### src/rtl/fetch_queue_if.sv
// Fetch queue handshake bundle: instruction-cache enqueue side and decode dequeue side.
// Payload widths follow the compressed-extension setting.
interface fetch_queue_if #(
  parameter bit ENABLE_C_EXTENSION = 1'b0
);
  localparam int PC_BITS  = ENABLE_C_EXTENSION ? 31 : 30;
  localparam int IDX_BITS = ENABLE_C_EXTENSION ? 2 : 1;

  logic                enq_valid_i;
  logic                enq_busy_o;
  logic [63:0]         enq_instruction_i;
  logic [PC_BITS-1:0]  enq_pc_i;
  logic                enq_excp_vld_i;
  logic [3:0]          enq_excp_code_i;
  logic [IDX_BITS-1:0] enq_btb_idx_i;
  logic [1:0]          enq_btb_btype_i;
  logic [1:0]          enq_btb_bm_pred_i;
  logic [PC_BITS-1:0]  enq_btb_target_i;
  logic                enq_btb_vld_i;
  logic                enq_btb_way_i;

  logic                deq_valid_o;
  logic                deq_busy_i;
  logic [63:0]         deq_instruction_o;
  logic [PC_BITS-1:0]  deq_pc_o;
  logic                deq_excp_vld_o;
  logic [3:0]          deq_excp_code_o;
  logic [IDX_BITS-1:0] deq_btb_idx_o;
  logic [1:0]          deq_btb_btype_o;
  logic [1:0]          deq_btb_bm_pred_o;
  logic [PC_BITS-1:0]  deq_btb_target_o;
  logic                deq_btb_vld_o;
  logic                deq_btb_way_o;

  modport master (
    output enq_valid_i, enq_instruction_i, enq_pc_i,
    output enq_excp_vld_i, enq_excp_code_i,
    output enq_btb_idx_i, enq_btb_btype_i, enq_btb_bm_pred_i,
    output enq_btb_target_i, enq_btb_vld_i, enq_btb_way_i,
    output deq_busy_i,
    input  enq_busy_o, deq_valid_o,
    input  deq_instruction_o, deq_pc_o,
    input  deq_excp_vld_o, deq_excp_code_o,
    input  deq_btb_idx_o, deq_btb_btype_o, deq_btb_bm_pred_o,
    input  deq_btb_target_o, deq_btb_vld_o, deq_btb_way_o
  );

  modport slave (
    input  enq_valid_i, enq_instruction_i, enq_pc_i,
    input  enq_excp_vld_i, enq_excp_code_i,
    input  enq_btb_idx_i, enq_btb_btype_i, enq_btb_bm_pred_i,
    input  enq_btb_target_i, enq_btb_vld_i, enq_btb_way_i,
    input  deq_busy_i,
    output enq_busy_o, deq_valid_o,
    output deq_instruction_o, deq_pc_o,
    output deq_excp_vld_o, deq_excp_code_o,
    output deq_btb_idx_o, deq_btb_btype_o, deq_btb_bm_pred_o,
    output deq_btb_target_o, deq_btb_vld_o, deq_btb_way_o
  );
endinterface

### src/rtl/fetch_queue.sv
// Circular fetch-packet queue between instruction cache and decode.
// Sticky exception block stops intake after a faulting packet until flush.
module fetch_queue #(
  parameter int DEPTH              = 4,
  parameter bit ENABLE_C_EXTENSION = 1'b0,
  parameter int CNT_BITS           = $clog2(DEPTH) + 1
) (
  input  logic                core_clock_i,
  input  logic                core_reset_i,
  input  logic                core_flush_i,
  fetch_queue_if.slave        io,
  output logic [CNT_BITS-1:0] occupancy_o
);
  localparam int PC_BITS  = ENABLE_C_EXTENSION ? 31 : 30;
  localparam int IDX_BITS = ENABLE_C_EXTENSION ? 2 : 1;
  localparam int PTR_BITS = $clog2(DEPTH);

  typedef struct packed {
    logic [63:0]         instruction;
    logic [PC_BITS-1:0]  pc;
    logic                excp_vld;
    logic [3:0]          excp_code;
    logic [IDX_BITS-1:0] btb_idx;
    logic [1:0]          btb_btype;
    logic [1:0]          btb_bm_pred;
    logic [PC_BITS-1:0]  btb_target;
    logic                btb_vld;
    logic                btb_way;
  } entry_t;

  entry_t              mem_q [DEPTH];
  entry_t              wr_entry;
  entry_t              rd_entry;
  logic [PTR_BITS-1:0] head_q, head_d;
  logic [PTR_BITS-1:0] tail_q, tail_d;
  logic [CNT_BITS-1:0] count_q, count_d;
  logic                excp_q, excp_d;
  logic                full;
  logic                enq_busy;
  logic                deq_valid;
  logic                enq_fire;
  logic                deq_fire;

  // Busy comes from registers only, so a same-cycle dequeue never frees a slot.
  assign full      = (count_q == CNT_BITS'(DEPTH));
  assign enq_busy  = full | excp_q;
  assign deq_valid = (count_q != '0);
  assign enq_fire  = io.enq_valid_i & ~enq_busy;
  assign deq_fire  = deq_valid & ~io.deq_busy_i;

  always_comb begin
    head_d  = head_q;
    tail_d  = tail_q;
    count_d = count_q;
    excp_d  = excp_q;
    if (core_flush_i) begin
      head_d  = '0;
      tail_d  = '0;
      count_d = '0;
      excp_d  = 1'b0;
    end else begin
      if (enq_fire) begin
        tail_d = tail_q + PTR_BITS'(1);
        excp_d = excp_q | io.enq_excp_vld_i;
      end
      if (deq_fire) begin
        head_d = head_q + PTR_BITS'(1);
      end
      unique case ({enq_fire, deq_fire})
        2'b10:   count_d = count_q + CNT_BITS'(1);
        2'b01:   count_d = count_q - CNT_BITS'(1);
        default: count_d = count_q;
      endcase
    end
  end

  always_ff @(posedge core_clock_i or posedge core_reset_i) begin
    if (core_reset_i) begin
      head_q  <= '0;
      tail_q  <= '0;
      count_q <= '0;
      excp_q  <= 1'b0;
    end else begin
      head_q  <= head_d;
      tail_q  <= tail_d;
      count_q <= count_d;
      excp_q  <= excp_d;
    end
  end

  always_comb begin
    wr_entry             = '0;
    wr_entry.instruction = io.enq_instruction_i;
    wr_entry.pc          = io.enq_pc_i;
    wr_entry.excp_vld    = io.enq_excp_vld_i;
    wr_entry.excp_code   = io.enq_excp_code_i;
    wr_entry.btb_idx     = io.enq_btb_idx_i;
    wr_entry.btb_btype   = io.enq_btb_btype_i;
    wr_entry.btb_bm_pred = io.enq_btb_bm_pred_i;
    wr_entry.btb_target  = io.enq_btb_target_i;
    wr_entry.btb_vld     = io.enq_btb_vld_i;
    wr_entry.btb_way     = io.enq_btb_way_i;
  end

  // Payload RAM carries no reset; validity lives in count_q.
  always_ff @(posedge core_clock_i) begin
    if (enq_fire && !core_flush_i) begin
      mem_q[tail_q] <= wr_entry;
    end
  end

  assign rd_entry             = mem_q[head_q];
  assign io.enq_busy_o        = enq_busy;
  assign io.deq_valid_o       = deq_valid;
  assign io.deq_instruction_o = rd_entry.instruction;
  assign io.deq_pc_o          = rd_entry.pc;
  assign io.deq_excp_vld_o    = rd_entry.excp_vld;
  assign io.deq_excp_code_o   = rd_entry.excp_code;
  assign io.deq_btb_idx_o     = rd_entry.btb_idx;
  assign io.deq_btb_btype_o   = rd_entry.btb_btype;
  assign io.deq_btb_bm_pred_o = rd_entry.btb_bm_pred;
  assign io.deq_btb_target_o  = rd_entry.btb_target;
  assign io.deq_btb_vld_o     = rd_entry.btb_vld;
  assign io.deq_btb_way_o     = rd_entry.btb_way;
  assign occupancy_o          = count_q;
endmodule

### src/flat_wrapper.sv
// flat-port wrapper written by rule: the top's interface ports become plain ports
module fetch_queue_flat 
#(
  parameter int DEPTH              = 4,
  parameter bit ENABLE_C_EXTENSION = 1'b0,
  parameter int CNT_BITS           = $clog2(DEPTH) + 1
)
  (core_clock_i, core_reset_i, core_flush_i, occupancy_o, io_enq_valid_i, io_enq_instruction_i, io_enq_pc_i, io_enq_excp_vld_i, io_enq_excp_code_i, io_enq_btb_idx_i, io_enq_btb_btype_i, io_enq_btb_bm_pred_i, io_enq_btb_target_i, io_enq_btb_vld_i, io_enq_btb_way_i, io_deq_busy_i, io_enq_busy_o, io_deq_valid_o, io_deq_instruction_o, io_deq_pc_o, io_deq_excp_vld_o, io_deq_excp_code_o, io_deq_btb_idx_o, io_deq_btb_btype_o, io_deq_btb_bm_pred_o, io_deq_btb_target_o, io_deq_btb_vld_o, io_deq_btb_way_o);
  fetch_queue_if #(.ENABLE_C_EXTENSION(ENABLE_C_EXTENSION)) io_i ();
  input  logic core_clock_i;
  input  logic core_reset_i;
  input  logic core_flush_i;
  output logic [CNT_BITS-1:0] occupancy_o;
  input wire logic [$bits(io_i.enq_valid_i)-1:0] io_enq_valid_i;
  input wire logic [$bits(io_i.enq_instruction_i)-1:0] io_enq_instruction_i;
  input wire logic [$bits(io_i.enq_pc_i)-1:0] io_enq_pc_i;
  input wire logic [$bits(io_i.enq_excp_vld_i)-1:0] io_enq_excp_vld_i;
  input wire logic [$bits(io_i.enq_excp_code_i)-1:0] io_enq_excp_code_i;
  input wire logic [$bits(io_i.enq_btb_idx_i)-1:0] io_enq_btb_idx_i;
  input wire logic [$bits(io_i.enq_btb_btype_i)-1:0] io_enq_btb_btype_i;
  input wire logic [$bits(io_i.enq_btb_bm_pred_i)-1:0] io_enq_btb_bm_pred_i;
  input wire logic [$bits(io_i.enq_btb_target_i)-1:0] io_enq_btb_target_i;
  input wire logic [$bits(io_i.enq_btb_vld_i)-1:0] io_enq_btb_vld_i;
  input wire logic [$bits(io_i.enq_btb_way_i)-1:0] io_enq_btb_way_i;
  input wire logic [$bits(io_i.deq_busy_i)-1:0] io_deq_busy_i;
  output wire logic [$bits(io_i.enq_busy_o)-1:0] io_enq_busy_o;
  output wire logic [$bits(io_i.deq_valid_o)-1:0] io_deq_valid_o;
  output wire logic [$bits(io_i.deq_instruction_o)-1:0] io_deq_instruction_o;
  output wire logic [$bits(io_i.deq_pc_o)-1:0] io_deq_pc_o;
  output wire logic [$bits(io_i.deq_excp_vld_o)-1:0] io_deq_excp_vld_o;
  output wire logic [$bits(io_i.deq_excp_code_o)-1:0] io_deq_excp_code_o;
  output wire logic [$bits(io_i.deq_btb_idx_o)-1:0] io_deq_btb_idx_o;
  output wire logic [$bits(io_i.deq_btb_btype_o)-1:0] io_deq_btb_btype_o;
  output wire logic [$bits(io_i.deq_btb_bm_pred_o)-1:0] io_deq_btb_bm_pred_o;
  output wire logic [$bits(io_i.deq_btb_target_o)-1:0] io_deq_btb_target_o;
  output wire logic [$bits(io_i.deq_btb_vld_o)-1:0] io_deq_btb_vld_o;
  output wire logic [$bits(io_i.deq_btb_way_o)-1:0] io_deq_btb_way_o;
  assign io_i.enq_valid_i = io_enq_valid_i;
  assign io_i.enq_instruction_i = io_enq_instruction_i;
  assign io_i.enq_pc_i = io_enq_pc_i;
  assign io_i.enq_excp_vld_i = io_enq_excp_vld_i;
  assign io_i.enq_excp_code_i = io_enq_excp_code_i;
  assign io_i.enq_btb_idx_i = io_enq_btb_idx_i;
  assign io_i.enq_btb_btype_i = io_enq_btb_btype_i;
  assign io_i.enq_btb_bm_pred_i = io_enq_btb_bm_pred_i;
  assign io_i.enq_btb_target_i = io_enq_btb_target_i;
  assign io_i.enq_btb_vld_i = io_enq_btb_vld_i;
  assign io_i.enq_btb_way_i = io_enq_btb_way_i;
  assign io_i.deq_busy_i = io_deq_busy_i;
  assign io_enq_busy_o = io_i.enq_busy_o;
  assign io_deq_valid_o = io_i.deq_valid_o;
  assign io_deq_instruction_o = io_i.deq_instruction_o;
  assign io_deq_pc_o = io_i.deq_pc_o;
  assign io_deq_excp_vld_o = io_i.deq_excp_vld_o;
  assign io_deq_excp_code_o = io_i.deq_excp_code_o;
  assign io_deq_btb_idx_o = io_i.deq_btb_idx_o;
  assign io_deq_btb_btype_o = io_i.deq_btb_btype_o;
  assign io_deq_btb_bm_pred_o = io_i.deq_btb_bm_pred_o;
  assign io_deq_btb_target_o = io_i.deq_btb_target_o;
  assign io_deq_btb_vld_o = io_i.deq_btb_vld_o;
  assign io_deq_btb_way_o = io_i.deq_btb_way_o;
  fetch_queue #(.DEPTH(DEPTH), .ENABLE_C_EXTENSION(ENABLE_C_EXTENSION), .CNT_BITS(CNT_BITS)) u_core (.core_clock_i(core_clock_i), .core_reset_i(core_reset_i), .core_flush_i(core_flush_i), .io(io_i), .occupancy_o(occupancy_o));
endmodule
### config.mk
export PLATFORM = sky130hd
export DESIGN_NAME = fetch_queue_flat
export DESIGN_NICKNAME = d
export VERILOG_FILES = /design/src/rtl/fetch_queue_if.sv /design/src/rtl/fetch_queue.sv /design/src/flat_wrapper.sv
export SDC_FILE = /design/constraint.sdc
export NUM_CORES = 1
export LEC_CHECK = 0
export ABC_CLOCK_PERIOD_IN_PS = 15600
export CAP_MARGIN = 25
export CORE_ASPECT_RATIO = 0.6
export CORE_MARGIN = 1.5
export CORE_UTILIZATION = 35
export CTS_CLUSTER_SIZE = 8
export DETAILED_ROUTE_END_ITERATION = 12
export DONT_BUFFER_PORTS = 1
export HOLD_SLACK_MARGIN = 0.02
export PLACE_DENSITY = 0.59
export SKIP_CTS_REPAIR_TIMING = 1
export SLEW_MARGIN = 40
export SYNTH_ARGS = -nofsm -noshare
export SYNTH_HDL_FRONTEND = slang
export SYNTH_SLANG_ARGS = --single-unit
### constraint.sdc
create_clock -name core_clock_i -period 15.6 [get_ports core_clock_i]
set_clock_uncertainty 0.05 [all_clocks]
set_input_delay 2.34 -clock core_clock_i [delete_from_list [all_inputs] [get_ports core_clock_i]]
set_output_delay 2.34 -clock core_clock_i [all_outputs]
set_load 0.02 [all_outputs]
==> impl_metrics.json <==
{
  "status": "completed",
  "diodes": 0,
  "crit_type": "register to output pin",
  "multiInputGateArea_um2": 3440,
  "antenna_found_initial": 0,
  "ys_warn_count": 0,
  "cts_buffers": 79,
  "cpMostUsedCell": "buf_6",
  "insertion_delay_ns": 0.58,
  "critPathSlowestCell": "dfrtp_4",
  "p_leak_nw": 6.99,
  "clockBufferDepth": 3,
  "path_max_fanout": 44,
  "final_cells": 1603,
  "cap_viol_max_count": 0,
  "mostFrequentLayoutCells": "544 x edfxtp_1, 136 x mux4_2, 80 x clkbuf_16",
  "postRouteAntennaNets": 0,
  "post_dp_cell_area_um2": 21100,
  "tns_ns": 0,
  "die_area_um2": 59000,
  "ys_ff_latch": 552,
  "power.total_mw": 3.82,
  "grt_overflow": 0,
  "totalWireLength_um": 39800,
  "cts_tree": "yes",
  "peakVddDrop_mv": 0.0928,
  "dp_cells": 1509,
  "place_hpwl_um": 24000,
  "dr_total_vias": 8111,
  "period_needed_ns": 5.65,
  "hold_depth": 2,
  "synth.top_cells.by_area": "edfxtp_1 81%, mux4_2 15%, dfrtp_1 0.99%",
  "grt_pass1_wl_um": 58400,
  "worst_r2r_path_depth": 5,
  "cp_cell_sequence": "buf_6 -> buf_6 -> mux4_2",
  "drt_pass1_iterations": 5,
  "coreArea_um2": 56300,
  "r2r_start": "u_core.occupancy_o[2]",
  "synth.distinct_cells": 30,
  "cp.required_ns": 13.21,
  "final_common_cell": "edfxtp_1",
  "synth_top_area_share": 0.811,
  "ys_seq_area_frac": 0.821,
  "cellPowerDensity_nw_per_um2": 165,
  "timing.fmax_ghz": 0.177,
  "grtUsageTotal": 0.135,
  "remaining_drc_errors": 0,
  "die_w_um": 313,
  "rows": 67,
  "final_area_um2": 23200,
  "fin_crit_sh": 0.362,
  "ff2ff_setup_slack_ns": 12.10,
  "grt_max_degree": 65,
  "regArea_um2": 16500,
  "clk_pin_slew_ns": 0.05,
  "rsz0062_at_grt": "false",
  "final_net_count": 977,
  "drive_gt1_frac": 0.290,
  "routedWlPerCell_um": 24.8,
  "port_buffers": 0,
  "gp_congestion": 0.816,
  "whs_ns": 0.500,
  "critPathArrivalTime_ns": 3.26,
  "drv_slew": 0,
  "hold_violations": 0,
  "cpPeakStageDelay_ns": 0.74,
  "synthesis.area_um2": 20100,
  "grt_pass1_vias": 8666,
  "root_buffer": "clkbuf_16",
  "drtIter0Drc": 681,
  "syn-instance-count": 770,
  "nFillCells": 4893,
  "vias_per_cell": 5.06,
  "syn2layout_area_growth_pct": 15.0,
  "start_util": 0.357,
  "min_path_type": "register to register",
  "post-synth-top-area-cell": "edfxtp_1",
  "h-tree-depth": 3,
  "worst_slew_pin_slew_ns": 0.771,
  "hold_path.startpoint": "u_core.excp_q",
  "cts.sinks": 552,
  "crit_path_start_kind": "register",
  "setup_viol": 0,
  "crit_path_end_kind": "output pin",
  "syn_avg_cell_area_um2": 26.2,
  "r2r_end": "u_core.mem_q[3][3]",
  "hold_path_end": "u_core.excp_q",
  "syn_nets": 916,
  "die_height_um": 189,
  "io_pins": 282,
  "slew_headroom": 0.486
}
## power breakdown
group / internal [mW] / leakage [nW] / switching [mW] / total (mW)
Combinational: 0.216 / 0.942 / 0.366 / 0.581
Clock: 0.904 / 1.02 / 0.556 / 1.46
Sequential: 1.73 / 5.03 / 0.0464 / 1.78
Total: 2.85 / 6.99 / 0.968 / 3.82
## worst max-delay path, delay by kind of cell, from the launching register on
family / cells / cell delay [ns]
mux: 1 / 0.69
flops: 1 / 0.74
buf+inv: 2 / 1.19
## flip-flops by register name (all words and copies together) (netlist names)
signal and flops:
u_core.excp_q 1, u_core.occupancy_o 3, u_core.head_q 2, u_core.tail_q 2, u_core.mem_q 544
## how the worst max path moves through the flow
stage	cells past startpoint	start	endpoint
final	3	u_core.head_q[0]	io_deq_pc_o[13]
after global routing	3	u_core.head_q[0]	io_deq_pc_o[25]
after CTS	3	u_core.head_q[0]	io_deq_pc_o[13]
after detailed placement	3	u_core.head_q[0]	io_deq_pc_o[13]
after global placement	3	u_core.head_q[0]	io_deq_btb_bm_pred_o[1]
after floorplan	3	core_flush_i	u_core.mem_q[0][0]
## area by class of cell
class | instances | area share
clock buffers | 88 | 0.0877
well taps | 759 | 0.0410
multi-input cells | 181 | 0.149
clock inverters | 6 | 0.00232
flip-flops and latches | 552 | 0.714
repair buffers | 13 | 0.00535
inverters | 4 | 0.000648
## per-layer routing
| metal | GRT usage | wire length (um) |
|---|---|---|
| met1 | 0.176 | 16600 |
| met2 | 0.196 | 17800 |
| met3 | 0.0726 | 4660 |
| met4 | 0.0414 | 695 |
| met5 | 0 | 0 |
## cell usage after synthesis
master     count
a2111oi_4      1
a211oi_2       1
a21oi_1        3
and2_1         4
buf_1          4
buf_2         17
buf_4          2
clkbuf_1      10
dfrtp_1        8
edfxtp_1     544
fa_1           1
ha_1           4
inv_1          4
mux2_1         1
mux2i_1        2
mux4_2       136
nand2b_1       3
nor2_1         6
nor2b_1        2
nor3_1         3
nor3_2         1
nor3b_1        2
nor3b_2        1
o2111a_1       1
o211a_1        1
o21ai_0        2
or2b_1         2
or3_1          1
or3b_4         1
xnor2_1        2
## cell families (layout without fill, tap and decap cells)
logic type,after synthesis,in the layout,synth area share
DFF,552,552,0.821
muxes,139,139,0.154
buffers and inverters,37,111,0.00833
and+or+nand+nor,26,26,0.00814
AOI/OAI and AO/OA,9,9,0.00429
adders and majority gates,5,5,0.00348
xor gates and xnor gates,2,2,0.000870
## through the flow
step,worst slack [ns],utilization
after CTS,9.53,0.411
final,9.95,0.411
after floorplan,9.07,-
after global routing,9.63,0.411
after detailed placement,10.20,0.374
after global placement,9.98,0.374
No activity file was read; power rests on OpenSTA's default activity.
